[config.mk]
export PLATFORM = sky130hd
export DESIGN_NAME = stat_counter
export DESIGN_NICKNAME = d
export VERILOG_FILES = /design/src/rtl/stat_counter.sv
export SDC_FILE = /design/constraint.sdc
export NUM_CORES = 1
export LEC_CHECK = 0
export CORE_MARGIN = 4
export CORE_UTILIZATION = 45
export CTS_CLUSTER_DIAMETER = 30
export DETAILED_ROUTE_END_ITERATION = 7
export GPL_TIMING_DRIVEN = 0
export HOLD_SLACK_MARGIN = 0.02
export PLACE_DENSITY = 0.72
export REMOVE_ABC_BUFFERS = 1
export SKIP_LAST_GASP = 1
export SYNTH_ARGS = -nofsm -noshare
export SYNTH_HDL_FRONTEND = slang
export SYNTH_SLANG_ARGS = --single-unit
[constraint.sdc]
create_clock -name clk -period 7.98 [get_ports clk]
set_clock_uncertainty 0.05 [all_clocks]
set_input_delay 2.394 -clock clk [delete_from_list [all_inputs] [get_ports clk]]
set_output_delay 2.394 -clock clk [all_outputs]
set_load 0.02 [all_outputs]
[src/rtl/stat_counter.sv]
// rtl/stat_counter.sv - instruction-mix statistics counters with halt freeze and registered readout
// Define STAT_COUNTER_SAT_EN to make every counter saturate at all-ones and report a sticky sat flag.
module stat_counter #(
  parameter int WIDTH = 32
) (
  input  logic             clk,
  input  logic             rst,
  input  logic             valid,
  input  logic             i,
  input  logic             r,
  input  logic             j,
  input  logic             halt,
  input  logic             clr,
  input  logic [2:0]       sel,
  output logic [WIDTH-1:0] rdata,
  output logic             halted
);

  typedef enum logic {ST_RUN, ST_HALTED} state_t;

  localparam logic [WIDTH-1:0] ONE = {{(WIDTH-1){1'b0}}, 1'b1};
`ifdef STAT_COUNTER_SAT_EN
  localparam logic [WIDTH-1:0] ALL = {WIDTH{1'b1}};
`endif

  state_t state, state_nx;
  logic   count_en;
  logic   sat_flag;

  logic [WIDTH-1:0] cnt_total, cnt_r, cnt_i, cnt_j, cnt_other, cnt_cycle;
  logic [WIDTH-1:0] total_nx, r_nx, i_nx, j_nx, other_nx, cycle_nx;
  logic [WIDTH-1:0] rdata_nx;
  logic             retire, unflagged;

  function automatic logic [WIDTH-1:0] bump(input logic [WIDTH-1:0] c, input logic en);
`ifdef STAT_COUNTER_SAT_EN
    return (en && (c != ALL)) ? c + ONE : c;
`else
    return en ? c + ONE : c;
`endif
  endfunction

  always_comb begin
    state_nx = state;
    count_en = 1'b0;
    if (clr) begin
      state_nx = ST_RUN;
    end else if (state == ST_RUN) begin
      count_en = 1'b1;
      if (halt) state_nx = ST_HALTED;
    end
  end

  assign halted    = (state == ST_HALTED);
  assign retire    = count_en & valid;
  assign unflagged = ~(i | r | j);

  assign total_nx = bump(cnt_total, retire);
  assign r_nx     = bump(cnt_r, retire & r);
  assign i_nx     = bump(cnt_i, retire & i);
  assign j_nx     = bump(cnt_j, retire & j);
  assign other_nx = bump(cnt_other, retire & unflagged);
  assign cycle_nx = bump(cnt_cycle, count_en);

`ifdef STAT_COUNTER_SAT_EN
  // Counters only grow between clears, so checking the post-update values catches every arrival.
  logic sat_nx;
  assign sat_nx = sat_flag | (total_nx == ALL) | (r_nx == ALL) | (i_nx == ALL) |
                  (j_nx == ALL) | (other_nx == ALL) | (cycle_nx == ALL);

  always_ff @(posedge clk) begin
    if (rst || clr) sat_flag <= 1'b0;
    else            sat_flag <= sat_nx;
  end
`else
  assign sat_flag = 1'b0;
`endif

  always_comb begin
    rdata_nx = '0;
    case (sel)
      3'd0: rdata_nx = cnt_total;
      3'd1: rdata_nx = cnt_r;
      3'd2: rdata_nx = cnt_i;
      3'd3: rdata_nx = cnt_j;
      3'd4: rdata_nx = cnt_other;
      3'd5: rdata_nx = cnt_cycle;
      3'd6: rdata_nx = {{(WIDTH-2){1'b0}}, sat_flag, halted};
      default: rdata_nx = '0;
    endcase
  end

  always_ff @(posedge clk) begin
    if (rst) begin
      state     <= ST_RUN;
      rdata     <= '0;
      cnt_total <= '0;
      cnt_r     <= '0;
      cnt_i     <= '0;
      cnt_j     <= '0;
      cnt_other <= '0;
      cnt_cycle <= '0;
    end else begin
      state <= state_nx;
      rdata <= rdata_nx;
      if (clr) begin
        cnt_total <= '0;
        cnt_r     <= '0;
        cnt_i     <= '0;
        cnt_j     <= '0;
        cnt_other <= '0;
        cnt_cycle <= '0;
      end else begin
        cnt_total <= total_nx;
        cnt_r     <= r_nx;
        cnt_i     <= i_nx;
        cnt_j     <= j_nx;
        cnt_other <= other_nx;
        cnt_cycle <= cycle_nx;
      end
    end
  end

endmodule

==> impl_metrics.py <==
metrics = {
    "status": {
        "run_status": "complete, no violations",
    },
    "timing": {
        "fin_hold_ws_ns": 0.425,
        "fin_crit_sh_pct": 64.6,
        "slew_worst_pin_ns": 1.34,
        "setup_repair_after_global_routing_missed_its_margin": "no",
        "finalHoldViolCount": 0,
        "max_fclk_ghz": 0.194,
        "report.final.setup_viol": 0,
        "finalCriticalPeriod_ns": 5.15,
        "timing.max_slew.rel_slack_pct": 9.61,
        "number_of_slew_limit_violations_in_the_final_report": 0,
    },
    "setup_path": {
        "cp.arrival_ns": 5.51,
        "r2r_setup_slack_ns": 4.89,
        "worstPathRequired_ns": 8.33,
        "crit_type": "input pin to register",
        "crit_slowest_cell": "sky130_fd_sc_hd__nor2_1",
        "worst-r2r-cell-count": 5,
        "crit_path_end_kind": "register",
        "worstPathMaxFanout": 16,
        "worstPathCellList": "clkdlybuf4s50_1 > nand2b_1 > nor2_1 > a22oi_1 > a31oi_1",
        "crit-reg2reg-launch": "cnt_other[0]$_SDFFE_PP0P_",
        "crit-reg2reg-capture": "cnt_other[20]$_SDFFE_PP0P_",
        "worst_setup_path_start_kind": "input pin",
        "critPathMaxStageDelay_ns": 1.01,
    },
    "layout": {
        "layout.nets": 1375,
        "n_antenna_cell": 0,
        "leading_cell_type_in_the_layout_fill_and_taps_excluded": "sky130_fd_sc_hd__dfxtp_1",
        "finish.cell_count_without_fillers": 1720,
        "layout_common_cells": "225 x sky130_fd_sc_hd__dfxtp_1, 109 x sky130_fd_sc_hd__a21oi_1, 108 x sky130_fd_sc_hd__nand2_1",
        "post_route_cells_drive_above_1_share_pct": 7.59,
        "syn_to_final_growth_pct": 20.1,
    },
    "min_path": {
        "whs_path_depth": 2,
        "timing.hold.worst.class": "register to register",
        "worstHoldStart": "cnt_other[31]$_SDFFE_PP0P_",
        "timing.hold.worst_endpoint": "cnt_other[31]$_SDFFE_PP0P_",
    },
    "cts": {
        "cts.hold.buffers_added": 0,
        "post-cts-setup-buffer-count": 0,
        "cts_buffers": 47,
        "cts_resized": 0,
        "clock_sink_count": 225,
        "cts_htree_levels": 2,
        "insertion_delay_ns": 0.54,
        "worst_setup_hold_path_clk_slew_ns": 0.04,
        "clk_path_buf_depth": 3,
        "tritoncts_clock_tree": "built",
        "cts_root_buffer": "sky130_fd_sc_hd__clkbuf_16",
    },
    "detailed_routing": {
        "detailed_router_s_first_iteration_violation_count": 1122,
        "detailedRoute.firstPassIterationCount": 6,
        "drt-wirelength-per-cell_um": 19.4,
        "vias_per_cell": 6.36,
        "totalWireLength_mm": 33.3,
        "via_count": 10900,
        "antenna_nets_post_route": 0,
        "post-route-drc-count": 0,
    },
    "power_and_ir_drop": {
        "total_switching_power_mw": 0.707,
        "vdd.ir_drop.worst_mv": 0.164,
        "power.share.clock_pct": 61.9,
        "p_int_mw": 2.49,
        "p_per_area_mw_per_mm2": 234,
        "pwr-share-comb_pct": 2.8,
        "switching_share_pct": 22.1,
        "power.total_mw": 3.20,
        "leakage_dissipation_nw": 4.03,
        "power.sequential.fraction_pct": 35.3,
    },
    "grt": {
        "number_of_antenna_violations_at_the_first_check_in_global_routing": 0,
        "grt_use_total_pct": 22.8,
        "grt_pass1_vias": 9943,
        "grt_pass1_wl_mm": 53.4,
        "grt_start_max_net_pins": 80,
        "global_route.overflow_total": 0,
    },
    "logic_synthesis": {
        "synth-async-reset-ratio_pct": 0,
        "synth_cells": 1348,
        "syn_avg_cell_area_sq_um": 8.45,
        "ys_dominant_reg_cell": "sky130_fd_sc_hd__dfxtp_1",
        "yosysUniqueCellTypes": 51,
        "synth_edf_count": 0,
        "ys_ff_latch": 225,
        "yosysSeqAreaShare_pct": 39.5,
        "synth.cell_area_sq_mm": 0.0114,
        "synth-warning-count": 0,
    },
    "placement": {
        "globalplace.congestion": 0.922,
        "dp_hpwl_mm": 22.5,
        "port-buffer-count": 43,
        "place.detailed.instances": 1633,
    },
    "die": {
        "row_count": 57,
        "die-width_um": 167,
        "coreArea_sq_mm": 0.0246,
        "die-height_um": 167,
        "start_util_pct": 46.3,
        "ioPinCount": 44,
        "die_footprint_sq_mm": 0.0279,
    },
    "flow_run": {
        "max_cap_violations": 0,
    },
}
==> cells in the mapped netlist (3+ instances only) <==
| cell type | instances | area [sq um] |
|---|---|---|
| sky130_fd_sc_hd__nor2_1 | 76 | 285 |
| sky130_fd_sc_hd__xor2_1 | 27 | 236 |
| sky130_fd_sc_hd__a22o_1 | 15 | 131 |
| sky130_fd_sc_hd__o21a_1 | 6 | 45.0 |
| sky130_fd_sc_hd__nand4_1 | 58 | 363 |
| sky130_fd_sc_hd__inv_1 | 30 | 113 |
| sky130_fd_sc_hd__or4_1 | 75 | 563 |
| sky130_fd_sc_hd__clkbuf_1 | 81 | 304 |
| sky130_fd_sc_hd__nand3_1 | 58 | 290 |
| sky130_fd_sc_hd__xnor2_1 | 24 | 210 |
| sky130_fd_sc_hd__o31ai_1 | 60 | 450 |
| sky130_fd_sc_hd__mux2i_1 | 52 | 521 |
| sky130_fd_sc_hd__and2_1 | 6 | 37.5 |
| sky130_fd_sc_hd__or4b_1 | 5 | 50.1 |
| sky130_fd_sc_hd__ha_1 | 6 | 75.1 |
| sky130_fd_sc_hd__nor2b_1 | 5 | 31.3 |
| sky130_fd_sc_hd__nor3_1 | 15 | 75.1 |
| sky130_fd_sc_hd__a22oi_1 | 30 | 225 |
| sky130_fd_sc_hd__a31oi_1 | 16 | 100 |
| sky130_fd_sc_hd__o311ai_0 | 8 | 70.1 |
| sky130_fd_sc_hd__dfxtp_1 | 225 | 4500 |
| sky130_fd_sc_hd__a21oi_1 | 109 | 546 |
| sky130_fd_sc_hd__buf_1 | 4 | 15.0 |
| sky130_fd_sc_hd__and3_1 | 12 | 75.1 |
| sky130_fd_sc_hd__nand4bb_1 | 3 | 33.8 |
| sky130_fd_sc_hd__buf_2 | 4 | 20.0 |
| sky130_fd_sc_hd__and4_1 | 24 | 210 |
| sky130_fd_sc_hd__or2_2 | 4 | 25.0 |
| sky130_fd_sc_hd__o22ai_1 | 15 | 93.8 |
| sky130_fd_sc_hd__o41ai_1 | 12 | 105 |
| sky130_fd_sc_hd__or3_1 | 65 | 407 |
| sky130_fd_sc_hd__nand2_1 | 108 | 405 |
| sky130_fd_sc_hd__o31a_1 | 6 | 52.6 |
| sky130_fd_sc_hd__a221oi_1 | 16 | 140 |
| sky130_fd_sc_hd__nor4_1 | 30 | 188 |
| sky130_fd_sc_hd__o21ai_0 | 38 | 190 |
==> through the flow <==
step	TNS, ns	setup WS [ns]	util, %	area, sq um
floorplan	0	3.12	-	11000
global placement	-30.04	-1.29	48.2	11900
detailed placement	0	2.36	49.0	12100
CTS	0	2.88	55.6	13700
global route	0	2.74	55.6	13700
finish	0	2.83	55.6	13700
==> routing by layer <==
layer / GRT usage [%] / vias to the layer above / share of wire (%)
met1: 31.2 / 5232 / 43
met4: 7.33 / 0 / 2.4
met5: 0 / - / 0
met3: 4.24 / 62 / 8.0
li1: - / 5228 / -
met2: 36.8 / 424 / 46
==> cells by family (layout without fill, tap and decap cells) <==
kind of cell / Yosys count / count (layout) / share of synthesized area (%)
and+or+nand+nor: 556 / 556 / 27.7
AOI/OAI and AO/OA: 336 / 336 / 19.3
DFF: 225 / 225 / 39.5
buffers and inverters: 121 / 169 / 4.16
muxes: 53 / 53 / 4.77
xor gates and xnor gates: 51 / 51 / 3.92
adders and majority gates: 6 / 6 / 0.659
==> worst max-delay path: cells and delay by family <==
kind            cells  cell delay, ns
compound gates      2            0.56
simple gates        2            1.60
buf+inv             1            0.95
==> registers in the layout, indices dropped and copies added (netlist names) <==
signal	count
cnt_other	32
cnt_cycle	32
rdata	32
halted	1
cnt_total	32
cnt_r	32
cnt_j	32
cnt_i	32
==> power groups by stage <==
stage	combinational (mW)	sequential (mW)	clock [mW]
after floorplan	0.0400	1.15	0
after global placement	0.0798	1.15	0
after detailed placement	0.0882	1.15	0
after CTS	0.0883	1.13	2.00
after global routing	0.0949	1.13	2.06
final	0.0894	1.13	1.98
==> how the worst max path moves through the flow <==
stage / start / end / slack, ns / depth (start not counted)
final: sel[2] / rdata[19]$_SDFF_PP0_ / 2.83 / 5
after floorplan: valid / cnt_other[18]$_SDFFE_PP0P_ / 3.12 / 4
after CTS: sel[2] / rdata[19]$_SDFF_PP0_ / 2.88 / 5
after global routing: sel[2] / rdata[19]$_SDFF_PP0_ / 2.74 / 5
after global placement: sel[0] / rdata[22]$_SDFF_PP0_ / -1.29 / 5
after detailed placement: sel[2] / rdata[19]$_SDFF_PP0_ / 2.36 / 5
==> cell type report <==
class | count | area (sq um)
Timing Repair Buffer | 52 | 587
Clock buffer | 61 | 1330
Clock inverter | 26 | 302
Tap cell | 324 | 405
Fill cell | 2169 | 10900
Inverter | 30 | 113
Multi-Input combinational cell | 1002 | 6450
Sequential cell | 225 | 4500
Power figures use the tool's default switching activity.
